File: src/rtl/countdown_timer.sv
// Two-digit BCD countdown timer.
// A prescaler divides Clock into decrement ticks of TICK_DIV cycles. The
// loaded BCD count (00-99) is decremented once per tick while running; on the
// tick that produces 00 the timer enters EXPIRED and pulses Done for one cycle.
//
// Control inputs are level-sampled on every rising edge with the priority
// Load > Start > Pause > tick. A control input that does not apply in the
// current state falls through to the next lower priority. For example, Start
// while RUN is a no-op, so Pause or the tick still act on that edge.
//
// All outputs come straight from flops. Running/Expired/Done are registered
// from the next-state values, so they line up with the Tens/Ones they describe.
// dbg_state mirrors the FSM state register (0 IDLE, 1 RUN, 2 PAUSED, 3 EXPIRED).
module countdown_timer #(
  parameter int TICK_DIV   = 50_000_000,
  parameter int START_TENS = 1,
  parameter int START_ONES = 0
) (
  input  logic       Clock,
  input  logic       Clr,
  input  logic       Load,
  input  logic [3:0] LoadTens,
  input  logic [3:0] LoadOnes,
  input  logic       Start,
  input  logic       Pause,
  output logic [3:0] Tens,
  output logic [3:0] Ones,
  output logic       Running,
  output logic       Done,
  output logic       Expired,
  output logic [1:0] dbg_state
);

  localparam int PW = (TICK_DIV > 1) ? $clog2(TICK_DIV) : 1;
  localparam logic [PW-1:0] PRESC_MAX = PW'(TICK_DIV - 1);

  typedef enum logic [1:0] {
    ST_IDLE    = 2'd0,
    ST_RUN     = 2'd1,
    ST_PAUSED  = 2'd2,
    ST_EXPIRED = 2'd3
  } state_t;

  state_t        state_q, state_d;
  logic [3:0]    tens_q, tens_d;
  logic [3:0]    ones_q, ones_d;
  logic [PW-1:0] presc_q, presc_d;
  logic          done_q, done_d;
  logic          running_q, running_d;
  logic          expired_q, expired_d;

  logic          count_zero;
  logic          start_take;

  // BCD digits above 9 are not representable on the display; treat as 9.
  function automatic logic [3:0] clamp_bcd(input logic [3:0] d);
    return (d > 4'd9) ? 4'd9 : d;
  endfunction

  assign count_zero = (tens_q == 4'd0) && (ones_q == 4'd0);
  // Start only acts when there is something to resume or count down.
  assign start_take = Start &&
                      (((state_q == ST_IDLE) && !count_zero) ||
                       (state_q == ST_PAUSED));

  // State register: FSM state, digits, prescaler and registered outputs.
  always_ff @(posedge Clock or negedge Clr) begin
    if (!Clr) begin
      state_q   <= ST_IDLE;
      tens_q    <= 4'(START_TENS);
      ones_q    <= 4'(START_ONES);
      presc_q   <= '0;
      done_q    <= 1'b0;
      running_q <= 1'b0;
      expired_q <= 1'b0;
    end else begin
      state_q   <= state_d;
      tens_q    <= tens_d;
      ones_q    <= ones_d;
      presc_q   <= presc_d;
      done_q    <= done_d;
      running_q <= running_d;
      expired_q <= expired_d;
    end
  end

  // Next-state: prioritised Load / Start / Pause / tick handling and BCD decrement.
  always_comb begin
    state_d = state_q;
    tens_d  = tens_q;
    ones_d  = ones_q;
    presc_d = presc_q;
    done_d  = 1'b0;

    if (Load) begin
      tens_d  = clamp_bcd(LoadTens);
      ones_d  = clamp_bcd(LoadOnes);
      presc_d = '0;
      state_d = ST_IDLE;
    end else if (start_take) begin
      state_d = ST_RUN;
      // A fresh start counts a full tick period; a resume keeps the partial one.
      if (state_q == ST_IDLE) begin
        presc_d = '0;
      end
    end else if (state_q == ST_RUN) begin
      if (Pause) begin
        // Prescaler holds and any due tick is dropped for this edge.
        state_d = ST_PAUSED;
      end else if (presc_q == PRESC_MAX) begin
        presc_d = '0;
        if (ones_q != 4'd0) begin
          ones_d = ones_q - 4'd1;
        end else if (tens_q != 4'd0) begin
          ones_d = 4'd9;
          tens_d = tens_q - 4'd1;
        end
        if ((tens_d == 4'd0) && (ones_d == 4'd0)) begin
          state_d = ST_EXPIRED;
          done_d  = 1'b1;
        end
      end else begin
        presc_d = presc_q + 1'b1;
      end
    end
  end

  // Output decode: status flags follow the state being entered this edge.
  always_comb begin
    running_d = (state_d == ST_RUN);
    expired_d = (state_d == ST_EXPIRED);
  end

  assign Tens      = tens_q;
  assign Ones      = ones_q;
  assign Running   = running_q;
  assign Done      = done_q;
  assign Expired   = expired_q;
  assign dbg_state = state_q;

endmodule

File: config.mk
export PLATFORM = sky130hd
export DESIGN_NAME = countdown_timer
export DESIGN_NICKNAME = d
export VERILOG_FILES = /design/src/rtl/countdown_timer.sv
export SDC_FILE = /design/constraint.sdc
export NUM_CORES = 1
export LEC_CHECK = 0
export ABC_CLOCK_PERIOD_IN_PS = 6500
export CORE_MARGIN = 5
export CORE_UTILIZATION = 55
export CTS_CLUSTER_DIAMETER = 60
export DETAILED_ROUTE_END_ITERATION = 7
export GPL_TIMING_DRIVEN = 0
export HOLD_SLACK_MARGIN = 0.12
export MAX_ROUTING_LAYER = met4
export PLACE_DENSITY = 0.77
export SYNTH_ARGS = -nofsm -noshare
export SYNTH_HDL_FRONTEND = slang
export SYNTH_SLANG_ARGS = --single-unit
File: constraint.sdc
create_clock -name Clock -period 6.5 [get_ports Clock]
set_input_delay 1.625 -clock Clock [delete_from_list [all_inputs] [get_ports Clock]]
set_output_delay 1.625 -clock Clock [all_outputs]
set_load 0.02 [all_outputs]
==> results.json, run 1 <==
{
  "die_height_um": 78.86,
  "cts-buffers-inserted": 5,
  "fp.dieW_um": 78.86,
  "grt_pass1_wl_um": 11480,
  "nFillCells": 422,
  "start_kind": "primary input",
  "p_total_mw": 0.6059,
  "syn_nets": 318,
  "synth_top_cell_by_area": "dfrtp_1",
  "yosys-top-cells-count": "38 x dfrtp_1, 23 x a21oi_1, 23 x nand3_1, 23 x nor2_1",
  "r2r_cells": 8,
  "powerDensity_nw_per_um2": 198.5,
  "cts_tree": "built",
  "postRouteAntennaNets": 0,
  "path_max_fanout": 7,
  "critPathCapture": "presc_q[12]$_DFFE_PN0P_",
  "vias_per_cell": 6.488,
  "synth_seq_cells": 39,
  "grt_pass1_vias": 2453,
  "synth_area_per_cell_um2": 8.634,
  "ctsResizeCount": 0,
  "postSynthCellCount": 302,
  "yosysMostFrequentCell": "dfrtp_1",
  "clock_path_buffers": 2,
  "outcome": "finished clean",
  "p_leak_nw": 1.181,
  "syn_to_final_growth_pct": 17.08,
  "avgRoutedWirePerCell_um": 17.50,
  "grt_max_degree": 40,
  "final_util_pct": 65.50,
  "fmax_mhz": 277.9,
  "overflow": 0,
  "r2r_end": "presc_q[12]$_DFFE_PN0P_",
  "clock_latency_ns": 0.30,
  "p_int_mw": 0.4457,
  "diodes": 0,
  "skew_ns": 0.01061,
  "ctsHoldBuffers": 0,
  "cts_num_sinks": 39,
  "slew_headroom_pct": 25.86,
  "antenna_found_initial": 0,
  "port_buffers": 25,
  "drc": 0,
  "rsz0062_at_grt": "false",
  "boundaryPins": 26,
  "grt_usage_pct": 23.80,
  "tightest_slew_ns": 1.103,
  "r2r_setup_slack_ns": 3.37,
  "num-nets-final": 350,
  "drive_gt1_share_pct": 8.358,
  "reg2reg_from": "Tens[0]$_DFFE_PN1P_",
  "clockPowerShare_pct": 39.9,
  "finalCritPeriodShare_pct": 55.35,
  "dp_hpwl_um": 4918,
  "synth_edf_count": 0,
  "crit_arrival_ns": 3.84,
  "synthArstFlopShare_pct": 100.0,
  "critPathKind": "primary input to flop",
  "htreeDepth": 2,
  "post-cts-setup-buffers": 0,
  "startpoint": "Start",
  "core_um2": 4661,
  "synth_area_um2": 2608,
  "ys_warn_count": 0,
  "yosysUniqueCellTypes": 56,
  "firstDrtPassIters": 5,
  "fin_crit_ns": 3.598,
  "synth-main-ff-cell": "dfrtp_1",
  "wirelength_um": 6809,
  "vdd_drop_max_uv": 120.2,
  "p_comb_share_pct": 17.2,
  "hold_path_class": "flop to flop",
  "fp.dieArea_um2": 6218,
  "vias": 2524,
  "rows": 25,
  "gp_congestion": 0.9577,
  "hold_viol": 0,
  "cts-root-buf": "clkbuf_8",
  "pwr-share-seq_pct": 42.9,
  "maxSlewViolCount": 0,
  "maxCapViolations": 0,
  "first_iter_violations": 136,
  "synth_top_area_share_pct": 36.47,
  "p_sw_mw": 0.1603,
  "synth.yosys.seq_area_share_pct": 37.48,
  "start_util_pct": 55.95,
  "synth_area_leaders": "dfrtp_1 36%, a21oi_1 4.4%, nand3_1 4.4%",
  "cts.clk_slew.worst_paths_ns": 0.08,
  "required_ns": 6.74,
  "cp-end-kind": "flop",
  "final-setup-viol-count": 0,
  "switching_share_pct": 26.45,
  "fin_tns_setup_ns": 0
}
==> cell type report <==
cell class,count,area [µm²],share of cell area (%)
multi-input combinational,230,1491,48.85
timing repair buffer,25,245.2,8.033
sequential,39,977.2,32.01
inverter,17,63.81,2.090
tap,54,67.56,2.213
clock inverter,2,60.06,1.967
buffer,16,75.07,2.459
clock buffer,6,72.57,2.377
==> per-stage QoR <==
step / cell area, µm² / std cells / hold slack (ns) / setup slack, ns
floorplan: 2608 / 302 / 0.4560 / 3.584
global placement: 2925 / 381 / 0.4756 / 2.689
detailed placement: 2920 / 381 / 0.4866 / 2.627
CTS: 3053 / 389 / 0.4977 / 2.941
global route: 3053 / 389 / 0.5267 / 2.838
finish: 3053 / 389 / 0.5002 / 2.902
==> cells by family (layout without fill, tap and decap cells) <==
group                      Yosys count  after routing  share of synthesized area (%)
and+or+nand+nor                    146            146                          33.92
AOI/OAI and AO/OA                   69             69                          17.18
DFF                                 39             39                          37.48
buffers and inverters               33             66                          5.326
muxes                               12             12                          4.655
adders and majority gates            3              3                          1.440
==> state kept, by name, summed over array words and instances, names as in the netlist <==
signal     count
dbg_state      2
Ones           4
Tens           4
Done           1
presc_q       26
Expired        1
Running        1
==> how the worst min path moves through the flow <==
stage	start	end	slack, ns	cells after the start
finish	presc_q[22]$_DFFE_PN0P_	presc_q[22]$_DFFE_PN0P_	0.50	1
global route	presc_q[25]$_DFFE_PN0P_	presc_q[25]$_DFFE_PN0P_	0.53	1
CTS	presc_q[25]$_DFFE_PN0P_	presc_q[25]$_DFFE_PN0P_	0.50	1
detailed placement	presc_q[25]$_DFFE_PN0P_	presc_q[25]$_DFFE_PN0P_	0.49	1
global placement	presc_q[25]$_DFFE_PN0P_	presc_q[25]$_DFFE_PN0P_	0.48	1
floorplan	presc_q[25]$_DFFE_PN0P_	presc_q[25]$_DFFE_PN0P_	0.46	1
==> power by group through the flow <==
stage | Sequential (mW) | Combinational [mW] | Clock [mW]
global placement | 0.264 | 0.101 | 0
detailed placement | 0.265 | 0.103 | 0
finish | 0.260 | 0.104 | 0.242
floorplan | 0.270 | 0.0546 | 0
global route | 0.262 | 0.113 | 0.256
CTS | 0.260 | 0.104 | 0.246
==> critical path, cell delays in order <==
cell,delay [ns]
clkdlybuf4s50_1,0.48
nand2b_1,0.10
o31ai_1,0.89
and2_1,0.24
clkbuf_1,0.31
a22o_1,0.19
==> layer usage <==
layer	track usage (%)	vias up	share of wire (%)
met5	-	-	0
met2	40.15	81	50
met3	3.741	9	4.9
met1	29.30	1237	44
li1	-	1197	-
met4	8.076	0	1.3
==> cells in the final DEF, fill, tap and decap left out, types with 3 or more instances in the layout <==
cell             netlist  final
nand3_1               23     23
nand4_1               17     17
nand3b_1              10     10
and3_1                 6      6
inv_1                 17     17
buf_2                  6      7
nor4_1                 5      5
o22ai_1                4      4
nor3b_1                3      3
and2_1                 5      5
a21o_1                 4      4
o21ai_0               12     12
dfrtp_1               38     38
nand2_1               15     15
nand2b_1               5      5
nor3_1                 5      5
a21oi_1               23     23
clkdlybuf4s50_1        0     24
nor2_1                23     23
clkbuf_8               0      5
a22o_1                 4      4
mux2i_1               11     11
ha_1                   3      3
clkbuf_1               9     10
nor2b_1                3      3
or4_1                  8      8
(Power assumes the default switching activity.)
==> inputs of run 2 (changes only) <==
- ABC_CLOCK_PERIOD_IN_PS: 6500 -> 3050
- CORE_UTILIZATION: 55 -> 52
- clock period: 6.5 -> 3.05 ns (I/O delays scaled with it)
==> run 2 against run 1 <==
Clock-buffer cell count shrank 1. Power up 100%. Non-clock buffer count unchanged. Utilization is 1.6 points lower. Worst setup slack got worse by 2.6 ns. Combinational power rose by 110%. Sequential power rose by 110%. Die area grew 5.0%. Clock power rose by 84%. Critical path type is now flop to flop. Largest power group unchanged.
==> results.json, run 2 (synthesized netlist as in run 1, its figures left out) <==
{
  "grt_pass1_wl_um": 11560,
  "p_int_mw": 0.8667,
  "syn_to_final_growth_pct": 17.23,
  "firstDrtPassIters": 7,
  "switching_share_pct": 29.02,
  "dp_hpwl_um": 4936,
  "grt_usage_pct": 23.15,
  "fin_tns_setup_ns": 0,
  "r2r_setup_slack_ns": 0.26,
  "cp-end-kind": "flop",
  "slew_headroom_pct": 32.71,
  "maxSlewViolCount": 0,
  "vdd_drop_max_uv": 248.2,
  "hold_path_class": "flop to flop",
  "cp_slowest_cell": "o31ai_2",
  "finalCritPeriodShare_pct": 91.60,
  "r2r_cells": 8,
  "grt_pass1_vias": 2469,
  "port_buffers": 25,
  "fp.dieArea_um2": 6530,
  "seqCellArea_um2": 977.2,
  "boundaryPins": 26,
  "clock_latency_ns": 0.30,
  "outcome": "finished clean",
  "crit_arrival_ns": 3.04,
  "largest_reg_flops": 26,
  "clockPowerShare_pct": 36.5,
  "first_iter_violations": 238,
  "vias_per_cell": 6.391,
  "fmax_mhz": 358.0,
  "die_height_um": 80.81,
  "nFillCells": 416,
  "post-cts-setup-buffers": 0,
  "p_sw_mw": 0.3543,
  "critPathKind": "flop to flop",
  "slowest_delay_ns": 0.65,
  "core_um2": 4786,
  "maxCapViolations": 0,
  "cts_num_sinks": 39,
  "worst_slack_ns": 0.2563,
  "cts.clk_slew.worst_paths_ns": 0.09,
  "overflow": 0,
  "crit_chain": "inv_1, ha_1, nor3b_1, and3_1, o31ai_2, and2_1, clkbuf_1, a22o_1",
  "postRouteAntennaNets": 0,
  "reg2reg_from": "Tens[0]$_DFFE_PN1P_",
  "p_leak_nw": 1.180,
  "dp_slack_ns": 0.02217,
  "final_util_pct": 63.87,
  "wirelength_um": 6888,
  "gp_congestion": 0.9132,
  "avgRoutedWirePerCell_um": 17.13,
  "clock_path_buffers": 2,
  "hold_depth": 1,
  "registers.top_by_ff_count": "presc_q",
  "tightest_slew_ns": 1.001,
  "hold_start": "presc_q[22]$_DFFE_PN0P_",
  "cts_tree": "built",
  "drc": 0,
  "drive_gt1_share_pct": 9.552,
  "rows": 25,
  "cts-root-buf": "clkbuf_8",
  "grt_max_degree": 40,
  "cts-buffers-inserted": 5,
  "final-setup-viol-count": 0,
  "layout_commonest_cell": "dfrtp_1",
  "min_to": "presc_q[22]$_DFFE_PN0P_",
  "path_max_fanout": 7,
  "hold_viol": 0,
  "vias": 2569,
  "start_kind": "flop",
  "p_comb_share_pct": 18.1,
  "holdWs_ns": 0.4980,
  "num-nets-final": 350,
  "fp.dieW_um": 80.81,
  "antenna_found_initial": 0,
  "final_cell_mix": "38 x dfrtp_1, 24 x clkdlybuf4s50_1, 23 x nor2_1, 23 x a21oi_1, 23 x nand3_1",
  "required_ns": 3.29,
  "r2r_end": "presc_q[3]$_DFFE_PN0P_",
  "multi_input_area_um2": 1496,
  "diodes": 0,
  "pwr-share-seq_pct": 45.4,
  "start_util_pct": 54.48,
  "p_total_mw": 1.221,
  "rsz0062_at_grt": "false",
  "htreeDepth": 2,
  "powerDensity_nw_per_um2": 399.4,
  "skew_ns": 0.01248,
  "fin_crit_ns": 2.794
}
[run 2: what timing repair did]
action | in CTS | in global routing
hold buffers | 0 | 0
gates resized for setup | 0 | 5
setup endpoints to repair | 0 | 23
[run 2: cell type report]
class,instances,area share (%)
Timing Repair Buffer,25,8.023
Tap cell,67,2.743
Clock inverter,3,1.433
Clock buffer,5,2.251
Inverter,17,2.088
Buffer,16,2.538
Multi-Input combinational cell,230,48.96
Sequential cell,39,31.97
[run 2: worst max-delay path by stage]
stage / from / end / slack [ns] / cells past startpoint
floorplan: Tens[0]$_DFFE_PN1P_ / presc_q[12]$_DFFE_PN0P_ / 0.68 / 8
finish: Tens[0]$_DFFE_PN1P_ / presc_q[3]$_DFFE_PN0P_ / 0.26 / 8
CTS: Tens[0]$_DFFE_PN1P_ / presc_q[3]$_DFFE_PN0P_ / 0.002 / 8
detailed placement: Tens[0]$_DFFE_PN1P_ / presc_q[3]$_DFFE_PN0P_ / 0.02 / 8
global placement: Tens[0]$_DFFE_PN1P_ / presc_q[12]$_DFFE_PN0P_ / 0.05 / 8
global route: Tens[1]$_DFFE_PN0P_ / presc_q[3]$_DFFE_PN0P_ / 0.05 / 8
[run 2: routing by layer]
metal,GRT usage [%],vias to the layer above,wire length (µm)
met4,7.601,0,90
met1,29.40,1281,3049
met2,37.85,75,3382
met5,-,-,0
met3,3.659,11,365
li1,-,1202,-
[run 2: critical path, delay by kind of cell (launching register included)]
kind,cells,cell delay (ns)
AOI/OAI and AO/OA,2,0.84
adders and majority gates,1,0.26
buffers and inverters,2,0.35
DFF,1,0.59
and+or+nand+nor,3,0.68
[run 2: power by group through the flow]
stage                     Clock (mW)  Combinational, mW  Sequential [mW]
final                          0.446              0.221            0.554
after global routing           0.469              0.242            0.557
after CTS                      0.451              0.220            0.553
after detailed placement           0              0.219            0.564
after global placement             0              0.215            0.563
after floorplan                    0              0.116            0.575
[run 2: per-stage QoR]
stage	std cells	cell area [µm²]
after global placement	394	2942
after floorplan	302	2608
final	402	3057
after CTS	402	3049
after detailed placement	394	2937
after global routing	402	3057
